===== src/rtl/pc_fetch_sequencer_if.sv =====
// pc_fetch_sequencer_if: instruction-memory request/response and decode handoff bundle.
interface pc_fetch_sequencer_if #(parameter int RESP_W = 32);
    logic              imem_req_valid;
    logic [63:0]       imem_req_addr;
    logic              imem_req_ready;
    logic              imem_resp_valid;
    logic [RESP_W-1:0] imem_resp_data;
    logic              InstrValid;
    logic [RESP_W-1:0] Instr;
    logic [63:0]       InstrPC;
    logic              InstrReady;
    modport master (
        output imem_req_valid, imem_req_addr, InstrValid, Instr, InstrPC,
        input  imem_req_ready, imem_resp_valid, imem_resp_data, InstrReady
    );
    modport slave (
        input  imem_req_valid, imem_req_addr, InstrValid, Instr, InstrPC,
        output imem_req_ready, imem_resp_valid, imem_resp_data, InstrReady
    );
endinterface


===== src/rtl/pc_fetch_sequencer.sv =====
// pc_fetch_sequencer: PC register and single-outstanding instruction fetch with branch redirect.
module pc_fetch_sequencer #(parameter int RESP_W = 32) (
    input  logic        CLK,
    input  logic        Reset_L,
    input  logic [63:0] startPC,
    input  logic        Stall,
    input  logic        ResolveValid,
    input  logic [63:0] ResolvePC,
    input  logic [63:0] SignExtImm64,
    input  logic        Branch,
    input  logic        ALUZero,
    input  logic        Uncondbranch,
    output logic [63:0] CurrentPC,
    pc_fetch_sequencer_if.master bus
);
    typedef enum logic [2:0] {BOOT, IDLE, REQ, WAIT, DROP, HOLD} state_t;
    state_t state, nxt, resume;
    logic [63:0] pc, pc_nxt, target, instr_pc;
    logic [RESP_W-1:0] instr;
    logic taken, ld, resp;
    assign taken  = ResolveValid & (Uncondbranch | (Branch & ALUZero));
    assign target = ResolvePC + (SignExtImm64 << 2);
    assign resp   = bus.imem_resp_valid;
    assign resume = Stall ? IDLE : REQ;
    assign ld     = (state == WAIT) & resp & !taken;
    // redirect outranks the sequential step everywhere but BOOT
    assign pc_nxt = state == BOOT ? startPC :
                    taken ? target :
                    (state == HOLD && bus.InstrReady) ? pc + 64'd4 : pc;
    always_comb begin
        nxt = state;
        case (state)
            BOOT: nxt = IDLE;
            IDLE: nxt = Stall ? IDLE : REQ;
            REQ:  nxt = bus.imem_req_ready ? (taken ? DROP : WAIT) : REQ;
            WAIT: nxt = taken ? (resp ? resume : DROP) : (resp ? HOLD : WAIT);
            DROP: nxt = resp ? resume : DROP;
            HOLD: nxt = (taken | bus.InstrReady) ? resume : HOLD;
            default: nxt = BOOT;
        endcase
    end
    always_ff @(posedge CLK or negedge Reset_L) begin
        if (!Reset_L) begin
            state    <= BOOT;
            pc       <= '0;
            instr    <= '0;
            instr_pc <= '0;
        end else begin
            state <= nxt;
            pc    <= pc_nxt;
            if (ld) begin
                instr    <= bus.imem_resp_data;
                instr_pc <= pc;
            end
        end
    end
    assign CurrentPC          = pc;
    assign bus.imem_req_valid = state == REQ;
    assign bus.imem_req_addr  = pc;
    assign bus.InstrValid     = state == HOLD;
    assign bus.Instr          = instr;
    assign bus.InstrPC        = instr_pc;
endmodule

===== src/flat_wrapper.sv =====
// flat-port wrapper written by rule: the top's interface ports become plain ports
module pc_fetch_sequencer_flat 
#(parameter int RESP_W = 32)
  (CLK, Reset_L, startPC, Stall, ResolveValid, ResolvePC, SignExtImm64, Branch, ALUZero, Uncondbranch, CurrentPC, bus_imem_req_valid, bus_imem_req_addr, bus_InstrValid, bus_Instr, bus_InstrPC, bus_imem_req_ready, bus_imem_resp_valid, bus_imem_resp_data, bus_InstrReady);
  pc_fetch_sequencer_if #(.RESP_W(RESP_W)) bus_i ();
  input  logic CLK;
  input  logic Reset_L;
  input  logic [63:0] startPC;
  input  logic Stall;
  input  logic ResolveValid;
  input  logic [63:0] ResolvePC;
  input  logic [63:0] SignExtImm64;
  input  logic Branch;
  input  logic ALUZero;
  input  logic Uncondbranch;
  output logic [63:0] CurrentPC;
  output wire logic [$bits(bus_i.imem_req_valid)-1:0] bus_imem_req_valid;
  output wire logic [$bits(bus_i.imem_req_addr)-1:0] bus_imem_req_addr;
  output wire logic [$bits(bus_i.InstrValid)-1:0] bus_InstrValid;
  output wire logic [$bits(bus_i.Instr)-1:0] bus_Instr;
  output wire logic [$bits(bus_i.InstrPC)-1:0] bus_InstrPC;
  input wire logic [$bits(bus_i.imem_req_ready)-1:0] bus_imem_req_ready;
  input wire logic [$bits(bus_i.imem_resp_valid)-1:0] bus_imem_resp_valid;
  input wire logic [$bits(bus_i.imem_resp_data)-1:0] bus_imem_resp_data;
  input wire logic [$bits(bus_i.InstrReady)-1:0] bus_InstrReady;
  assign bus_imem_req_valid = bus_i.imem_req_valid;
  assign bus_imem_req_addr = bus_i.imem_req_addr;
  assign bus_InstrValid = bus_i.InstrValid;
  assign bus_Instr = bus_i.Instr;
  assign bus_InstrPC = bus_i.InstrPC;
  assign bus_i.imem_req_ready = bus_imem_req_ready;
  assign bus_i.imem_resp_valid = bus_imem_resp_valid;
  assign bus_i.imem_resp_data = bus_imem_resp_data;
  assign bus_i.InstrReady = bus_InstrReady;
  pc_fetch_sequencer #(.RESP_W(RESP_W)) u_core (.CLK(CLK), .Reset_L(Reset_L), .startPC(startPC), .Stall(Stall), .ResolveValid(ResolveValid), .ResolvePC(ResolvePC), .SignExtImm64(SignExtImm64), .Branch(Branch), .ALUZero(ALUZero), .Uncondbranch(Uncondbranch), .CurrentPC(CurrentPC), .bus(bus_i));
endmodule

===== config.mk =====
export PLATFORM = sky130hd
export DESIGN_NAME = pc_fetch_sequencer_flat
export DESIGN_NICKNAME = d
export VERILOG_FILES = /design/src/rtl/pc_fetch_sequencer_if.sv /design/src/rtl/pc_fetch_sequencer.sv /design/src/flat_wrapper.sv
export SDC_FILE = /design/constraint.sdc
export NUM_CORES = 1
export LEC_CHECK = 0
export ABC_AREA = 1
export BUFFER_PORTS_ARGS = -buffer_cell sky130_fd_sc_hd__buf_2
export CAP_MARGIN = 0
export CORE_MARGIN = 2
export CORE_UTILIZATION = 40
export DETAILED_ROUTE_END_ITERATION = 6
export SLEW_MARGIN = 20
export SYNTH_ARGS = -nofsm -noshare
export SYNTH_HDL_FRONTEND = slang
export SYNTH_SLANG_ARGS = --single-unit

===== constraint.sdc =====
create_clock -name CLK -period 3.35 [get_ports CLK]
set_clock_uncertainty 0.1 [all_clocks]
set_input_delay 0.8375 -clock CLK [delete_from_list [all_inputs] [get_ports CLK]]
set_output_delay 0.8375 -clock CLK [all_outputs]
set_load 0.05 [all_outputs]

# Word level (Yosys, flattened, before mapping)
# Index checks and enable logic that the tools add are counted.
# Widths: inputs -> output; s select.
# classes
mux	11
bitwise_logic	6
n_addsub	2
n_eq_ne	5
reduce_logical	4
# ops
cell	n
$mux 64	3
$add 64x3->64 const B	1
$add 64x64->64	1
$mux 3	6
$pmux 3 s6	1
$eq 3x2->1 const B	2
$eq 3x3->1 const B	2
$and 1x1->1	4
$eq 3x1->1 const B	1
$logic_not 3->1	1
$reduce_bool 3->1	1
$mux 2	1
$or 1x1->1	2
$logic_and 1x1->1	1
$logic_not 1->1	1
# totals
output_inout_bits	226
inputBits	234
wordCells	32
ff_bits	163

# Depth between registers and ports, before layout
# logic_depth
word_depth	6
ltp_mapped	16
ltp_nobuf	16

# Least setup slack after synthesis
# OpenSTA, ideal clock, no wires.
# synth_timing
path_type	input to register
from	input port ResolvePC[2]
to	register u_core.pc[62] (netlist: u_core.CurrentPC[62])
path_buffers	0
setup_ns	0.118
required_ns	3.132
arrival_time_ns	2.438
path_slack_ns	0.694
cell_stages	14
cell_sequence	ha_1 fa_1 nand3_1 nand3_1 nand3_1 nand3_1 nand3_1 nand3_1 nand2_1 nand3_1 nand3_1 nand2_1 nand2_1 nand2_1
# synth_via
elab_chain_cells	3
# synth_lines
element	line_no	source
start, declared	flat_wrapper.sv:11	input logic [63:0] ResolvePC;
$add 64x64->64	pc_fetch_sequencer.sv:22	assign target = ResolvePC + (SignExtImm64 << 2);
$mux 64	pc_fetch_sequencer.sv:28	taken ? target :
$mux 64	pc_fetch_sequencer.sv:27	assign pc_nxt = state == BOOT ? startPC :
end signal, assigned	pc_fetch_sequencer.sv:50	pc <= pc_nxt;
end, declared	pc_fetch_sequencer.sv:18	logic [63:0] pc, pc_nxt, target, instr_pc;
# Every way passes these cells.
# A chain may end at the register's enable or synchronous reset.

# Worst setup path in the final report
# layout_timing
from	input port ResolvePC[14]
to	register u_core.pc[54] (netlist: u_core.CurrentPC[54])
# The elaborated chain is that of the path after synthesis.

==> run_results.csv <==
group,metric,value,unit
clock_tree,clkSlewWorstSetupHoldPaths,70,ps
detailed_routing,route.final.wire_length,65.14,mm
die,core_rows,71,
sta,max_slew.worst_pin.slew,813.5,ps
setup_path,ff2ff_path_depth,10,
detailed_routing,routed-wl-met3,3.733,mm
logic_synthesis,mappedNetlistNets,2758,
clock_tree,cts-root-buf,"sky130_fd_sc_hd__clkbuf_16",
pwr,power.sequential.fraction,23.9,%
detailed_routing,vias,17260,
clock_tree,post_cts_resize_count,0,
die,initial_utilization,40.42,%
pwr,cellLeakagePower,10.26,nW
logic_synthesis,synth_largest_type_area_fraction,26.98,%
sta,fin_tns_setup,0,ps
global_routing,grt_overflow,0,
detailed_routing,drtIter0Drc,1336,
placed_design,port-buffer-count,457,
detailed_routing,route.antenna.remaining_nets,0,
placed_design,placement.setup.worst_slack,92.94,ps
run,max_cap_viol_count,0,
global_routing,grt_start_max_net_pins,80,
logic_synthesis,synth_seq_cells,163,
detailed_routing,drt_pass1_iterations,5,
setup_path,kind_of_start_point_of_the_critical_path,"input pin",
detailed_routing,met2WireLength,30.55,mm
logic_synthesis,synth.yosys.warnings,0,
setup_path,worst_flop_to_flop_path_startpoint,"u_core.CurrentPC[3]$_DFFE_PN0P_",
status,outcome,"finished clean",
clock_tree,clock_latency,450,ps
logic_synthesis,synth_cells,2461,
clock_tree,h-tree-depth,4,
placed_design,hpwlAfterDp,54.23,mm
pwr,p_sw_share,62.52,%
sta,report.final.hold_viol_count,0,
setup_path,crit_type,"in2reg",
setup_path,setup.worst_path.end_class,"register",
global_routing,grt_pass1_vias,16110,
sta,achievable-frequency,349.5,MHz
setup_path,worst-path-max-fanout,5,
detailed_routing,routed.top_layer,"met4",
sta,setup_ws,489.1,ps
pwr,vdd_drop_max,0.0008478,V
die,die_y,198.4,µm
setup_path,cp_data_required_time,3580,ps
layout,fillerInstances,4030,
setup_path,timing.critical_path.arrival,3090,ps
clock_tree,numClockSinks,163,
die,floorplan.io_pins,460,
detailed_routing,drc,0,
die,chipWidth,198.4,µm
sta,rsz0062_at_grt,"no",
layout,flow.area_growth_from_synthesis,21.08,%
pwr,combinationalPowerShare,65.2,%
global_routing,antenna_found_initial,5,
sta,final.period_utilization,85.40,%
logic_synthesis,synth_top_cell_by_area,"sky130_fd_sc_hd__dfrtp_1",
detailed_routing,post_drt_via_cell_ratio,5.097,
die,fp.coreArea,37400,µm²
logic_synthesis,synth_area,15120,µm²
sta,final_period_minus_worst_setup_slack,2861,ps
pwr,net-switching-power,0.01107,W
setup_path,r2r_setup_slack,660,ps
clock_tree,cts_buffers,17,
logic_synthesis,postSynthAreaPerCell,6.143,µm²
layout,layout.nets,3154,
logic_synthesis,synth_cell_types,47,
logic_synthesis,synth.yosys.seq_area_share,26.98,%
sta,finalSetupViolations,0,
clock_tree,post_cts_buffers,0,
detailed_routing,wl_per_cell,19.24,µm
setup_path,capture_point_of_the_worst_reg_to_reg_path,"u_core.CurrentPC[18]$_DFFE_PN0P_",
detailed_routing,length_of_routed_wiring_on_met1,29.18,mm
worst_hold_path,hold_class,"in2async",
clock_tree,number_of_buffers_on_the_longest_clock_path,2,
clock_tree,clock_tree_from_tritoncts,"built",
sta,max_slew_margin,45.77,%
pwr,power_frac_clock,10.9,%
global_routing,grt_pass1_wl,95.88,mm
die,floorplan.die_area,39360,µm²
logic_synthesis,synth.top_cells.by_area,"sky130_fd_sc_hd__dfrtp_1, sky130_fd_sc_hd__nand2_1, sky130_fd_sc_hd__inv_1, sky130_fd_sc_hd__o21ai_0, sky130_fd_sc_hd__nand3_1",
layout,final_layout_size_suffix_gt1_share,21.32,%
sta,report.final.slew_viol_count,0,
global_routing,global_route.usage.total,32.61,%
clock_tree,post_cts_hold_buffer_count,0,
placed_design,place.gp.congestion,1.002,
pwr,cellInternalPower,0.006634,W
pwr,power.density_cell_area,967.1,nW/µm²
==> flip-flops by register name (all words and copies together), names as in the netlist <==
signal / cells
u_core.CurrentPC: 64
u_core.bus.InstrPC: 64
u_core.bus.Instr: 32
u_core.state: 3
==> synth_stat cells, drive strengths merged <==
cell type / count
dfrtp: 163
o21a: 2
and3b: 1
fa: 1
o21ai: 173
o211ai: 14
buf: 93
a21o: 4
a31oi: 5
nor2: 217
o21bai: 17
o22ai: 2
xor2: 32
nor4: 4
nand4: 28
nand3b: 10
nand3: 162
inv: 384
nor3b: 2
clkbuf: 27
and2: 3
nor3: 44
or2: 15
xnor2: 1
ha: 62
nand2: 823
o311ai: 1
o2111ai: 2
a21oi: 131
a21boi: 1
mux2: 37
==> power by group through the flow <==
| stage | clock network, W | logic [W] | registers (W) |
|---|---|---|---|
| 2_1_floorplan | 0 | 0.00556 | 0.00707 |
| 3_3_place_gp | 0 | 0.0114 | 0.00420 |
| 3_5_place_dp | 0 | 0.0115 | 0.00423 |
| 4_1_cts | 0.00197 | 0.0115 | 0.00420 |
| 5_1_grt | 0.00204 | 0.0123 | 0.00434 |
| 6_report | 0.00194 | 0.0115 | 0.00423 |
==> how the worst max path moves through the flow <==
stage                startpoint                               end  slack (ps)  depth (start not counted)
6_report          ResolvePC[14]  u_core.CurrentPC[54]$_DFFE_PN0P_         490                         15
3_3_place_gp      ResolvePC[48]  u_core.CurrentPC[49]$_DFFE_PN0P_          70                         14
5_1_grt        SignExtImm64[12]  u_core.CurrentPC[39]$_DFFE_PN0P_         350                         15
2_1_floorplan      ResolvePC[2]  u_core.CurrentPC[62]$_DFFE_PN0P_         690                         14
4_1_cts           ResolvePC[48]  u_core.CurrentPC[49]$_DFFE_PN0P_         550                         14
3_5_place_dp      ResolvePC[48]  u_core.CurrentPC[49]$_DFFE_PN0P_          90                         14
==> logic make-up (layout without fill, tap and decap cells) <==
kind of cell	count (synthesis)	after routing	share of synthesized area [%]
and+or+nand+nor	1309	1309	36.24
DFF	163	163	26.98
AOI/OAI and AO/OA	352	352	12.49
adders and majority gates	63	63	5.264
buffers and inverters	504	913	14.35
other	0	5	0
muxes	37	37	2.756
xor gates and xnor gates	33	33	1.912
==> critical path: stages <==
cell                      delay [ps]
sky130_fd_sc_hd__buf_2           100
sky130_fd_sc_hd__ha_1            410
sky130_fd_sc_hd__nand2_1         140
sky130_fd_sc_hd__nor2_1          190
sky130_fd_sc_hd__inv_1           100
sky130_fd_sc_hd__nor3_1          370
sky130_fd_sc_hd__nand2_1         100
sky130_fd_sc_hd__nand2_1         150
sky130_fd_sc_hd__nand3_1         200
sky130_fd_sc_hd__nand2_1         130
sky130_fd_sc_hd__nand2_1          50
sky130_fd_sc_hd__nand3_1         130
sky130_fd_sc_hd__nand2_1          80
sky130_fd_sc_hd__nand2_1          60
sky130_fd_sc_hd__nand2_1          40
==> routing by layer <==
layer  track usage (%)  up-vias
met5                 0        -
met4             9.942        0
met3             2.950       60
met2             55.13      652
met1             44.13     8034
li1                  -     8511
==> layout make-up <==
cell class,count,area [µm²],area share (%)
Inverter,384,1441,7.875
Clock inverter,14,140.1,0.7656
Multi-Input combinational cell,1794,8884,48.53
Tap cell,511,639.4,3.493
Antenna cell,5,12.51,0.06836
Timing Repair Buffer,497,2669,14.58
Sequential cell,163,4079,22.28
Clock buffer,18,439.2,2.399
==> cells in the final DEF (no fill, tap or decap), types with 28 or more instances in the layout <==
master | synthesis | routed
sky130_fd_sc_hd__a21oi_1 | 130 | 130
sky130_fd_sc_hd__nand3_1 | 158 | 157
sky130_fd_sc_hd__buf_4 | 64 | 34
sky130_fd_sc_hd__o21ai_0 | 163 | 163
sky130_fd_sc_hd__ha_1 | 62 | 62
sky130_fd_sc_hd__nand2_1 | 816 | 815
sky130_fd_sc_hd__xor2_1 | 32 | 32
sky130_fd_sc_hd__mux2_2 | 37 | 37
sky130_fd_sc_hd__dfrtp_1 | 163 | 163
sky130_fd_sc_hd__inv_1 | 378 | 378
sky130_fd_sc_hd__nand4_1 | 28 | 28
sky130_fd_sc_hd__nor2_1 | 209 | 209
sky130_fd_sc_hd__buf_2 | 24 | 456
sky130_fd_sc_hd__nor3_1 | 39 | 39
==> per-stage QoR <==
step,util (%),instance area [µm²],hold slack [ps],cells,total power (W)
after detailed placement,47.36,17710,367.7,3349,0.01570
after floorplan,-,15120,441.9,2461,0.01264
after CTS,48.91,18290,295.5,3381,0.01766
after global placement,47.36,17710,363.7,3349,0.01561
final,48.94,18300,267.5,3386,0.01770
after global routing,48.94,18300,312.5,3386,0.01873
Note: power is estimated with default switching activity, not from simulation.
